===== config.mk =====
export PLATFORM = sky130hd
export DESIGN_NAME = rsa_modexp
export DESIGN_NICKNAME = d
export VERILOG_FILES = /design/src/rtl/rsa_modexp.sv
export SDC_FILE = /design/constraint.sdc
export NUM_CORES = 1
export LEC_CHECK = 0
export BUFFER_PORTS_ARGS = -buffer_cell sky130_fd_sc_hd__buf_4
export CAP_MARGIN = 10
export CORE_ASPECT_RATIO = 2
export CORE_UTILIZATION = 40
export CTS_CLUSTER_DIAMETER = 60
export DETAILED_ROUTE_END_ITERATION = 12
export GPL_TIMING_DRIVEN = 0
export PLACE_DENSITY_LB_ADDON = 0.1
export SYNTH_ARGS = -nofsm -noshare
export SYNTH_HDL_FRONTEND = slang
export SYNTH_SLANG_ARGS = --single-unit

===== constraint.sdc =====
create_clock -name clk -period 12.5 [get_ports clk]
set_input_delay 0.625 -clock clk [delete_from_list [all_inputs] [get_ports clk]]
set_output_delay 0.625 -clock clk [all_outputs]
set_load 0.005 [all_outputs]

===== src/rtl/rsa_modexp.sv =====
// rsa_modexp: 6-bit left-to-right square-and-multiply modular exponentiation, one multiplier step per clock.
// Define RSA_MODEXP_SKIP_LZ_EN to skip leading zero exponent bits (data-dependent latency).
module rsa_modexp (
  input  logic       clk,
  input  logic       rst_n,
  input  logic       start,
  input  logic [5:0] msg,
  input  logic [5:0] exp,
  input  logic [5:0] modulus,
  output logic [5:0] data_out,
  output logic       Done,
  output logic       busy,
  output logic       err
);
  typedef enum logic [2:0] {S_IDLE, S_LOAD, S_SQR, S_MUL, S_DONE} state_t;
  state_t r_state, w_next;
  logic [5:0] r_m, r_e, r_n, r_acc, r_t, r_p, r_out;
  logic [2:0] r_j, r_i, w_top;
  logic       r_err, w_bad, w_zero, w_last;
  logic [5:0] w_a, w_b, w_acc;
  logic [6:0] w_d, w_dr, w_s, w_sr;
  assign w_bad = (r_n < 6'd2) || (r_m >= r_n);
`ifdef RSA_MODEXP_SKIP_LZ_EN
  always_comb begin
    w_top = 3'd0;
    for (int k = 0; k < 6; k++) if (r_e[k]) w_top = k[2:0];
  end
  assign w_zero = (r_e == 6'd0);
`else
  assign w_top  = 3'd5;
  assign w_zero = 1'b0;
`endif
  // Interleaved multiplier step: double-and-reduce, then conditional add-and-reduce, in one cycle
  assign w_a    = (r_state == S_MUL) ? r_t : r_acc;
  assign w_b    = (r_state == S_MUL) ? r_m : r_acc;
  assign w_d    = {r_p, 1'b0};
  assign w_dr   = (w_d >= {1'b0, r_n}) ? w_d - {1'b0, r_n} : w_d;
  assign w_s    = w_dr + (w_b[r_j] ? {1'b0, w_a} : 7'd0);
  assign w_sr   = (w_s >= {1'b0, r_n}) ? w_s - {1'b0, r_n} : w_s;
  assign w_last = (r_j == 3'd0);
  assign w_acc  = r_e[r_i] ? w_sr[5:0] : r_t;
  always_ff @(posedge clk or negedge rst_n)
    if (!rst_n) r_state <= S_IDLE;
    else        r_state <= w_next;
  always_comb begin
    w_next = r_state;
    case (r_state)
      S_IDLE:  w_next = start ? S_LOAD : S_IDLE;
      S_LOAD:  w_next = (w_bad || w_zero) ? S_DONE : S_SQR;
      S_SQR:   w_next = w_last ? S_MUL : S_SQR;
      S_MUL:   w_next = w_last ? ((r_i == 3'd0) ? S_DONE : S_SQR) : S_MUL;
      S_DONE:  w_next = start ? S_LOAD : S_DONE;
      default: w_next = S_IDLE;
    endcase
  end
  always_comb begin
    Done     = (r_state == S_DONE);
    busy     = (r_state == S_LOAD) || (r_state == S_SQR) || (r_state == S_MUL);
    data_out = r_out;
    err      = r_err;
  end
  always_ff @(posedge clk or negedge rst_n)
    if (!rst_n) begin
      r_m   <= '0;
      r_e   <= '0;
      r_n   <= '0;
      r_acc <= '0;
      r_t   <= '0;
      r_p   <= '0;
      r_out <= '0;
      r_j   <= '0;
      r_i   <= '0;
      r_err <= 1'b0;
    end else begin
      case (r_state)
        S_IDLE, S_DONE: if (start) begin
          r_m   <= msg;
          r_e   <= exp;
          r_n   <= modulus;
          r_acc <= 6'd1;
          r_out <= '0;
          r_err <= 1'b0;
        end
        S_LOAD: begin
          r_p <= '0;
          r_j <= 3'd5;
          r_i <= w_top;
          if (w_bad) r_err <= 1'b1;
          else if (w_zero) r_out <= 6'd1;
        end
        S_SQR: begin
          r_p <= w_last ? 6'd0 : w_sr[5:0];
          r_j <= w_last ? 3'd5 : r_j - 3'd1;
          if (w_last) r_t <= w_sr[5:0];
        end
        S_MUL: begin
          r_p <= w_last ? 6'd0 : w_sr[5:0];
          r_j <= w_last ? 3'd5 : r_j - 3'd1;
          if (w_last) begin
            r_acc <= w_acc;
            r_i   <= r_i - 3'd1;
            if (r_i == 3'd0) r_out <= w_acc;
          end
        end
        default: ;
      endcase
    end
endmodule


==> results of run 1 <==
==> worst paths after layout <==
kind,startpoint,depth (start not counted),slack [ps],end
worst max-delay path,r_state[0]$_DFF_PN0_,20,6930,data_out[5]$_DFFE_PN0P_
min in group clk,r_i[1]$_DFFE_PN0P_,2,490,r_i[1]$_DFFE_PN0P_
worst min-delay path,rst_n,1,350,r_m[5]$_DFFE_PN0P_
max in group asynchronous,rst_n,1,11670,data_out[1]$_DFFE_PN0P_
worst max register to register,r_state[0]$_DFF_PN0_,20,6930,data_out[5]$_DFFE_PN0P_
worst min register to register,r_i[1]$_DFFE_PN0P_,2,490,r_i[1]$_DFFE_PN0P_
==> worst reg2reg max path: stages, from the launching register on <==
cell	delay, ps
dfrtp_1	330
clkbuf_1	260
nand2b_1	150
nor2_1	310
mux4_2	550
nand2_1	80
a21oi_1	60
a41oi_1	470
a21oi_1	120
ha_1	270
fa_1	430
a21o_2	210
a211oi_1	230
a21oi_1	90
ha_1	350
o21ai_0	90
a21oi_1	270
nor3_1	140
mux2i_4	330
mux2i_1	520
o21ai_0	170
==> cells in the mapped netlist (4+ instances only) <==
library cell / count / area share (%)
xnor2_1: 9 / 2.4
clkbuf_1: 6 / 0.67
nand2_1: 53 / 5.9
nand2b_1: 5 / 0.93
a21oi_1: 22 / 3.3
inv_1: 21 / 2.4
dfrtp_1: 52 / 39
a22oi_1: 12 / 2.7
nor2_1: 13 / 1.5
nor2b_1: 4 / 0.75
nor3_1: 4 / 0.60
ha_1: 27 / 10
mux2i_1: 5 / 1.5
a21o_1: 5 / 1.1
o21ai_0: 44 / 6.6
mux2_2: 13 / 4.4
==> cell type report <==
cell class,count,area share (%)
buffer,9,1.27
clock buffer,6,3.34
clock inverter,2,0.909
inverter,21,2.05
multi-input combinational,270,49.8
sequential,52,33.8
tap,96,3.12
timing repair buffer,30,5.78
==> metrics by stage <==
step           setup slack, ps  cells  utilization [%]  hold slack (ps)  instance area, um2
6_report                  6930    486             48.2              355                3850
3_5_place_dp              6890    478             46.1              482                3690
3_3_place_gp              6930    477             46.1              466                3680
2_1_floorplan             7720    352                -              329                3350
4_1_cts                   6860    486             48.2              395                3850
5_1_grt                   6400    486             48.2              424                3850
==> registers in the layout, summed over array words and instances, names as in the netlist <==
| name | count |
|---|---|
| r_m | 6 |
| r_acc | 6 |
| r_i | 3 |
| r_j | 3 |
| err | 1 |
| r_state | 3 |
| r_n | 6 |
| data_out | 6 |
| r_p | 6 |
| r_t | 6 |
| r_e | 6 |
==> cell families after synthesis <==
group	Yosys count	synth area share, %
xor+xnor	11	2.88
compound gates	110	20.1
fa+ha+maj	30	11.9
simple gates	96	13.4
flops	52	38.9
mux	23	9.01
buf+inv	30	3.81
==> per-layer routing <==
| layer | vias up | GRT usage (%) |
|---|---|---|
| li1 | 1336 | - |
| met1 | 1328 | 22.2 |
| met2 | 24 | 41.8 |
| met3 | 14 | 2.52 |
| met4 | 0 | 9.69 |
| met5 | - | 0 |
==> run_results.csv, run 1 <==
group,metric,value,unit
clock_network,ctsHoldBuffers,0,
route,wl_per_cell,17.8,um
route,top_layer_used,"met4",
floorplan,initial_core_util,41.8,%
route,met1_length,3200,um
synth,yosysWarnings,0,
global_routing,grt_start_max_net_pins,53,
timing,final-max-slew-violation-count,0,
synth,ys_seq_area_share,38.9,%
timing,maxSlewHeadroom,47.4,%
synth,syn-num-nets,403,
critical_path,cp_max_fo,7,
layout,fillers,792,
route,wl_met3,134,um
layout,drive_above_1_share,15.9,%
hold_path,worstHoldPathType,"primary input to asynchronous set/reset pin",
floorplan,core_area,8000,um2
critical_path,crit_path_frequent_cell,"a21oi_1",
timing,rsz0062_at_grt,"false",
route,drc,0,
global_routing,grt_util_all_layers,21.9,%
route,dr_wl_met2,5030,um
synth,async_reset_ff_share,100,%
route,vias,2702,
floorplan,fp.dieH,131,um
layout,register_area,1300,um2
route,drtIter0Drc,131,
timing,tns,0,ps
status,status,"completed",
floorplan,design.portCount,30,
layout,multi_input_area,1920,um2
timing,min_period,5570,ps
route,dr.pass1.iters,5,
global_routing,grt_pass1_vias,2795,
global_routing,grt_pass1_wl,14200,um
critical_path,cp_num_buf_inv,1,
floorplan,rows,46,
synth,syn-cell-area,3350,um2
critical_path,worst_ep_required_time,12660,ps
timing,hold_viol,0,
floorplan,dieArea,8760,um2
critical_path,crit_chain,"clkbuf_1, nand2b_1, nor2_1, mux4_2, nand2_1, a21oi_1, a41oi_1, a21oi_1, ha_1, fa_1, a21o_2, a211oi_1, a21oi_1, ha_1, o21ai_0, a21oi_1, nor3_1, mux2i_4, mux2i_1, o21ai_0",
clock_network,htreeDepth,2,
critical_path,crit_family,"compound AO/OA/AOI/OAI gates",
synth,synth_edf_count,0,
layout,final_common_cell,"nand2_1",
synth,synth_cell_types,49,
critical_path,criticalPathCategory,"flip-flop to flip-flop",
synth,yosys_most_used_dff,"dfrtp_1",
global_routing,globalRouteOverflowTotal,0,
critical_path,worst_setup_path_start_kind,"flip-flop",
clock_network,clock_latency,300,ps
clock_network,cts_tree,"yes",
layout,diodes,0,
placed_design,numPortBuffers,29,
timing,fin_skew,8.47,ps
critical_path,endpoint_kind,"flip-flop",
critical_path,critPathArrivalTime,5720,ps
critical_path,slowest_delay,550,ps
route,wirelength,8670,um
layout,syn2layout_area_growth,15.1,%
run,max-cap-violations,0,
synth,syn_inst,352,
clock_network,numCtsBuffers,5,
synth,synth-seq-cells,52,
timing,period_share,44.5,%
timing,setup_violations,0,
clock_network,postCtsSetupBuffers,0,
clock_network,cts_num_sinks,52,
synth,avgSynthCellArea,9.51,um2
floorplan,fp.dieW,66.7,um
clock_network,clock_path_buffers,2,
global_routing,antenna_found_initial,0,
clock_network,path_clk_slew,70,ps
timing,fmax,180,MHz
route,vias_per_cell,5.56,
timing,tightest_slew,783,ps
route,ant_nets,0,
layout,fin_nets,440,
clock_network,root_buffer,"clkbuf_16",
critical_path,cpMaxStageDelayCell,"mux4_2",
layout,final_cell_mix,"53 x nand2_1, 52 x dfrtp_1, 44 x o21ai_0",
placed_design,gp_congestion,0.809,
clock_network,cts_resized,0,
placed_design,hpwl,6900,um
Power of run 1 is left out: the tool's default activity adds up to more than one toggle a clock period on the data nets, which glitch-free logic cannot reach.
==> run 2, diff against run 1 <==
==> constraint.sdc (replaced) <==
create_clock -name clk -period 5.2 [get_ports clk]
set_input_delay 0.26 -clock clk [delete_from_list [all_inputs] [get_ports clk]]
set_output_delay 0.26 -clock clk [all_outputs]
set_load 0.005 [all_outputs]
==> run 2 against run 1 <==
The run now ends with hold timing left. Hold slack got worse by 370 ps. Via count up 1.7%. Clock skew about the same. Die area stayed put.
==> run_results.csv, run 2 (same netlist as run 1, synthesis figures left out) <==
group,metric,value,unit
global_routing,grt_util_all_layers,21.9,%
floorplan,rows,46,
layout,final_common_cell,"nand2_1",
timing,hold_slack,-13.1,ps
timing,maxSlewHeadroom,48.0,%
global_routing,globalRouteOverflowTotal,0,
floorplan,core_area,8000,um2
floorplan,dieArea,8760,um2
route,drtIter0Drc,94,
critical_path,endpoint_kind,"flip-flop",
status,status,"complete, but fails checks",
layout,syn2layout_area_growth,18.3,%
route,dr.pass1.iters,4,
route,wirelength,8740,um
route,wl_per_cell,17.8,um
timing,setup_violations,0,
route,drc,0,
placed_design,gp_congestion,0.809,
clock_network,clock_path_buffers,2,
critical_path,worst_ep_required_time,5390,ps
critical_path,worst_setup_path_start_kind,"flip-flop",
route,vias,2747,
clock_network,clock_latency,300,ps
global_routing,antenna_found_initial,0,
global_routing,grt_pass1_vias,2811,
floorplan,initial_core_util,41.8,%
layout,final_cell_mix,"53 x nand2_1, 51 x dfrtp_1, 43 x o21ai_0",
floorplan,design.portCount,30,
placed_design,dp.cells,478,
timing,tightest_slew,774,ps
clock_network,cts_tree,"yes",
layout,stdcell_count,492,
route,ant_nets,0,
critical_path,critPathArrivalTime,5090,ps
clock_network,cts_num_sinks,52,
clock_network,root_buffer,"clkbuf_16",
layout,drive_above_1_share,21.2,%
critical_path,cp_max_fo,8,
floorplan,fp.dieH,131,um
run,max-cap-violations,0,
layout,fin_nets,446,
clock_network,numCtsBuffers,5,
clock_network,path_clk_slew,70,ps
timing,min_period,4900,ps
timing,final-max-slew-violation-count,0,
hold_path,worstHoldPathType,"primary input to asynchronous set/reset pin",
timing,period_share,94.2,%
layout,fin_util,49.5,%
timing,hold_viol,3,
global_routing,grt_pass1_wl,14300,um
layout,diodes,0,
clock_network,htreeDepth,2,
critical_path,r2r_setup_slack,300,ps
critical_path,criticalPathCategory,"flip-flop to flip-flop",
placed_design,hpwl,6900,um
floorplan,fp.dieW,66.7,um
timing,fmax,204,MHz
route,vias_per_cell,5.58,
status,violations,"hold timing",
placed_design,numPortBuffers,29,
clock_network,ctsHoldBuffers,0,
global_routing,grt_start_max_net_pins,53,
timing,fin_skew,8.24,ps
[run 2: changes by cell type in the layout (fill, tap and decap cells not counted), moves of 2 or more]
cell	before	now
a21oi_1	22	19
a21oi_2	0	3
buf_4	29	36
mux2i_1	5	1
mux2i_2	0	4
nor2_1	13	11
[run 2: critical path, stage by stage, from the launching register on]
cell      delay, ps
dfrtp_1         470
nand2b_2        260
nor2_4          150
mux4_2          510
nand2_1          80
a21oi_1          70
a41oi_2         230
a21oi_1          80
ha_1            240
fa_1            430
a21o_2          210
a211oi_1        270
a21oi_2          80
ha_1            340
o21ai_1         160
a21oi_2          80
nor3_2          270
mux2i_4         100
buf_4           160
mux2_4          330
a222oi_1        240
[run 2: repair_timing]
action	4_1_cts	5_1_grt
pin swaps	0	1
cloned	0	0
gates resized for setup	8	9
buffers inserted	2	5
setup endpoints to repair	24	24
[run 2: final cells by class]
type                            count  area [um2]
Sequential cell                    52        1300
Timing Repair Buffer               37         275
Buffer                              8        45.0
Clock inverter                      2        35.0
Multi-Input combinational cell    270        1970
Fill cell                         779        4040
Tap cell                           96         120
Inverter                           21        78.8
Clock buffer                        6         129
[run 2: layer usage]
layer,global-route usage (%),share of wire [%],vias to the layer above
met2,41.8,58,34
li1,-,-,1347
met5,0,0,-
met4,9.69,3.5,0
met3,2.52,2.0,15
met1,22.3,36,1351
[run 2: through the flow]
stage	hold WS [ps]	TNS [ps]	worst slack [ps]	cell area, um2
global route	58.8	-38.7	-38.7	3960
global placement	338	-5720	-370	3680
floorplan	-35.6	0	418	3350
detailed placement	350	-6760	-410	3690
finish	-13.1	0	299	3960
CTS	30.2	0	42.7	3900
[run 2: final timing paths]
check                                      from                    to  depth (start not counted)
min reg2reg                  r_i[1]$_DFFE_PN0P_    r_i[1]$_DFFE_PN0P_                          2
min                                       rst_n    r_m[5]$_DFFE_PN0P_                          1
min in group clk                     modulus[3]    r_n[3]$_DFFE_PN0P_                          3
max reg2reg                r_state[2]$_DFF_PN0_  r_acc[0]$_DFFE_PN0P_                         20
max                        r_state[2]$_DFF_PN0_  r_acc[0]$_DFFE_PN0P_                         20
max in group asynchronous                 rst_n    r_n[1]$_DFFE_PN0P_                          1
Power of run 2 is left out for the same reason.
==> run 3, diff against run 2 <==
--- a/config.mk
+++ b/config.mk
@@ -7,7 +7,6 @@
 export LEC_CHECK = 0
 export BUFFER_PORTS_ARGS = -buffer_cell sky130_fd_sc_hd__buf_4
 export CAP_MARGIN = 10
-export CORE_ASPECT_RATIO = 2
 export CORE_UTILIZATION = 40
 export CTS_CLUSTER_DIAMETER = 60
 export DETAILED_ROUTE_END_ITERATION = 12
==> run 3 against run 2 <==
The flow now finishes without violations. Critical endpoint unchanged. First-iteration DRC count increased by 46%. Via count shrank 3.1%. Cell area down 1.6%. Non-clock buffer count down 3. Critical path type unchanged. Register-to-register slack got worse by 20 ps.
==> run_results.csv, run 3 (same netlist as run 1, synthesis figures left out) <==
group,metric,value,unit
critical_path,worst_setup_path_start_kind,"flip-flop",
timing,period_share,94.6,%
timing,final-max-slew-violation-count,0,
route,dr.pass1.iters,4,
timing,rsz0062_at_grt,"false",
status,status,"completed",
placed_design,place_area,3700,um2
clock_network,numCtsBuffers,5,
timing,min_period,4920,ps
route,drc,0,
floorplan,fp.dieW,93.5,um
floorplan,core_area,7930,um2
global_routing,grt_pass1_wl,13300,um
layout,fin_util,49.1,%
global_routing,antenna_found_initial,0,
run,max-cap-violations,0,
global_routing,globalRouteOverflowTotal,0,
critical_path,cp_max_fo,8,
placed_design,gp_congestion,0.884,
clock_network,clock_path_buffers,2,
layout,final_cell_mix,"53 x nand2_1, 52 x dfrtp_1, 44 x o21ai_0",
floorplan,initial_core_util,42.2,%
critical_path,crit_chain,"nand2b_1, nor2_4, mux4_2, nand2_1, a21oi_1, a41oi_2, a21oi_1, ha_1, fa_1, a211o_1, a21oi_1, ha_1, o21ai_0, a21oi_2, nor3_2, mux2i_4, buf_12, mux2_4, a222oi_1",
clock_network,clock_latency,310,ps
timing,hold_viol,0,
layout,drive_above_1_share,19.8,%
timing,setup_violations,0,
clock_network,path_clk_slew,100,ps
layout,fillers,771,
route,drtIter0Drc,137,
clock_network,cts_num_sinks,52,
layout,fin_nets,443,
critical_path,endpoint_kind,"flip-flop",
timing,maxSlewHeadroom,50.0,%
critical_path,cpMaxStageDelayCell,"mux4_2",
layout,final_common_cell,"nand2_1",
global_routing,grt_pass1_vias,2607,
route,ant_nets,0,
critical_path,criticalPathCategory,"flip-flop to flip-flop",
floorplan,rows,32,
global_routing,grt_start_max_net_pins,53,
timing,tightest_slew,744,ps
floorplan,design.portCount,30,
critical_path,cp_num_buf_inv,1,
global_routing,grt_util_all_layers,19.8,%
route,vias_per_cell,5.38,
clock_network,cts_tree,"yes",
timing,fmax,203,MHz
critical_path,worst_ep_required_time,5410,ps
critical_path,crit_path_frequent_cell,"a21oi_1",
placed_design,hpwl,6100,um
floorplan,fp.dieH,93.5,um
layout,final_cell_area,3890,um2
placed_design,numPortBuffers,29,
timing,fin_skew,8.61,ps
hold_path,worstHoldPathType,"primary input to flip-flop",
floorplan,dieArea,8740,um2
layout,multi_input_area,1980,um2
critical_path,crit_family,"compound AO/OA/AOI/OAI gates",
route,vias,2663,
critical_path,critPathArrivalTime,5130,ps
route,wirelength,7890,um
layout,syn2layout_area_growth,16.4,%
route,wl_per_cell,15.9,um
critical_path,slowest_delay,510,ps
clock_network,htreeDepth,2,
layout,diodes,0,
clock_network,root_buffer,"clkbuf_8",
layout,register_area,1300,um2
==> run 3: area by class of cell <==
| class | count | share of cell area [%] |
|---|---|---|
| Buffer | 8 | 1.16 |
| Clock buffer | 6 | 2.12 |
| Sequential cell | 52 | 33.4 |
| Multi-Input combinational cell | 270 | 50.7 |
| Clock inverter | 2 | 0.353 |
| Inverter | 21 | 2.02 |
| Tap cell | 102 | 3.28 |
| Timing Repair Buffer | 34 | 6.94 |
==> run 3: final timing paths <==
kind,slack (ps),endpoint,start,cells past startpoint
worst max-delay path,280,r_acc[0]$_DFFE_PN0P_,r_state[2]$_DFF_PN0_,19
worst min-delay path,150,r_n[2]$_DFFE_PN0P_,modulus[2],3
worst max register to register,280,r_acc[0]$_DFFE_PN0P_,r_state[2]$_DFF_PN0_,19
worst min register to register,510,err$_DFFE_PN0P_,err$_DFFE_PN0P_,2
max in group asynchronous,4250,r_p[0]$_DFFE_PN0P_,rst_n,2
min in group asynchronous,520,data_out[1]$_DFFE_PN0P_,rst_n,2
==> run 3: through the flow <==
step | hold WS, ps | setup WS (ps) | setup TNS, ps | cells
3_3_place_gp | 343 | -235 | -2750 | 483
2_1_floorplan | -35.6 | 418 | 0 | 352
6_report | 146 | 279 | 0 | 495
3_5_place_dp | 338 | -339 | -4570 | 484
4_1_cts | 146 | 21.4 | 0 | 495
5_1_grt | 150 | 19.3 | 0 | 495
==> run 3: routing by layer <==
| metal | up-vias | wire [um] | global-route usage (%) |
|---|---|---|---|
| li1 | 1350 | - | - |
| met1 | 1251 | 4150 | 28.6 |
| met2 | 51 | 3420 | 31.1 |
| met3 | 11 | 212 | 3.01 |
| met4 | 0 | 104 | 4.62 |
| met5 | - | 0 | 0 |
==> run 3: repair_timing <==
action / 4_1_cts / 5_1_grt
endpoints found under the setup margin: 24 / 24
hold buffers: 1 / 0
pin swaps: 1 / 0
setup buffers: 2 / 1
hold endpoints to repair: 2 / 0
resized for setup: 7 / 7
==> run 3: worst register-to-register path: cells and delay by family (launching register included) <==
family                     cells  cell delay [ps]
adders and majority gates      3              990
muxes                          3              940
AOI/OAI and AO/OA              8             1540
and+or+nand+nor                4              760
buffers and inverters          1              150
DFF                            1              460
Power of run 3 is left out for the same reason.
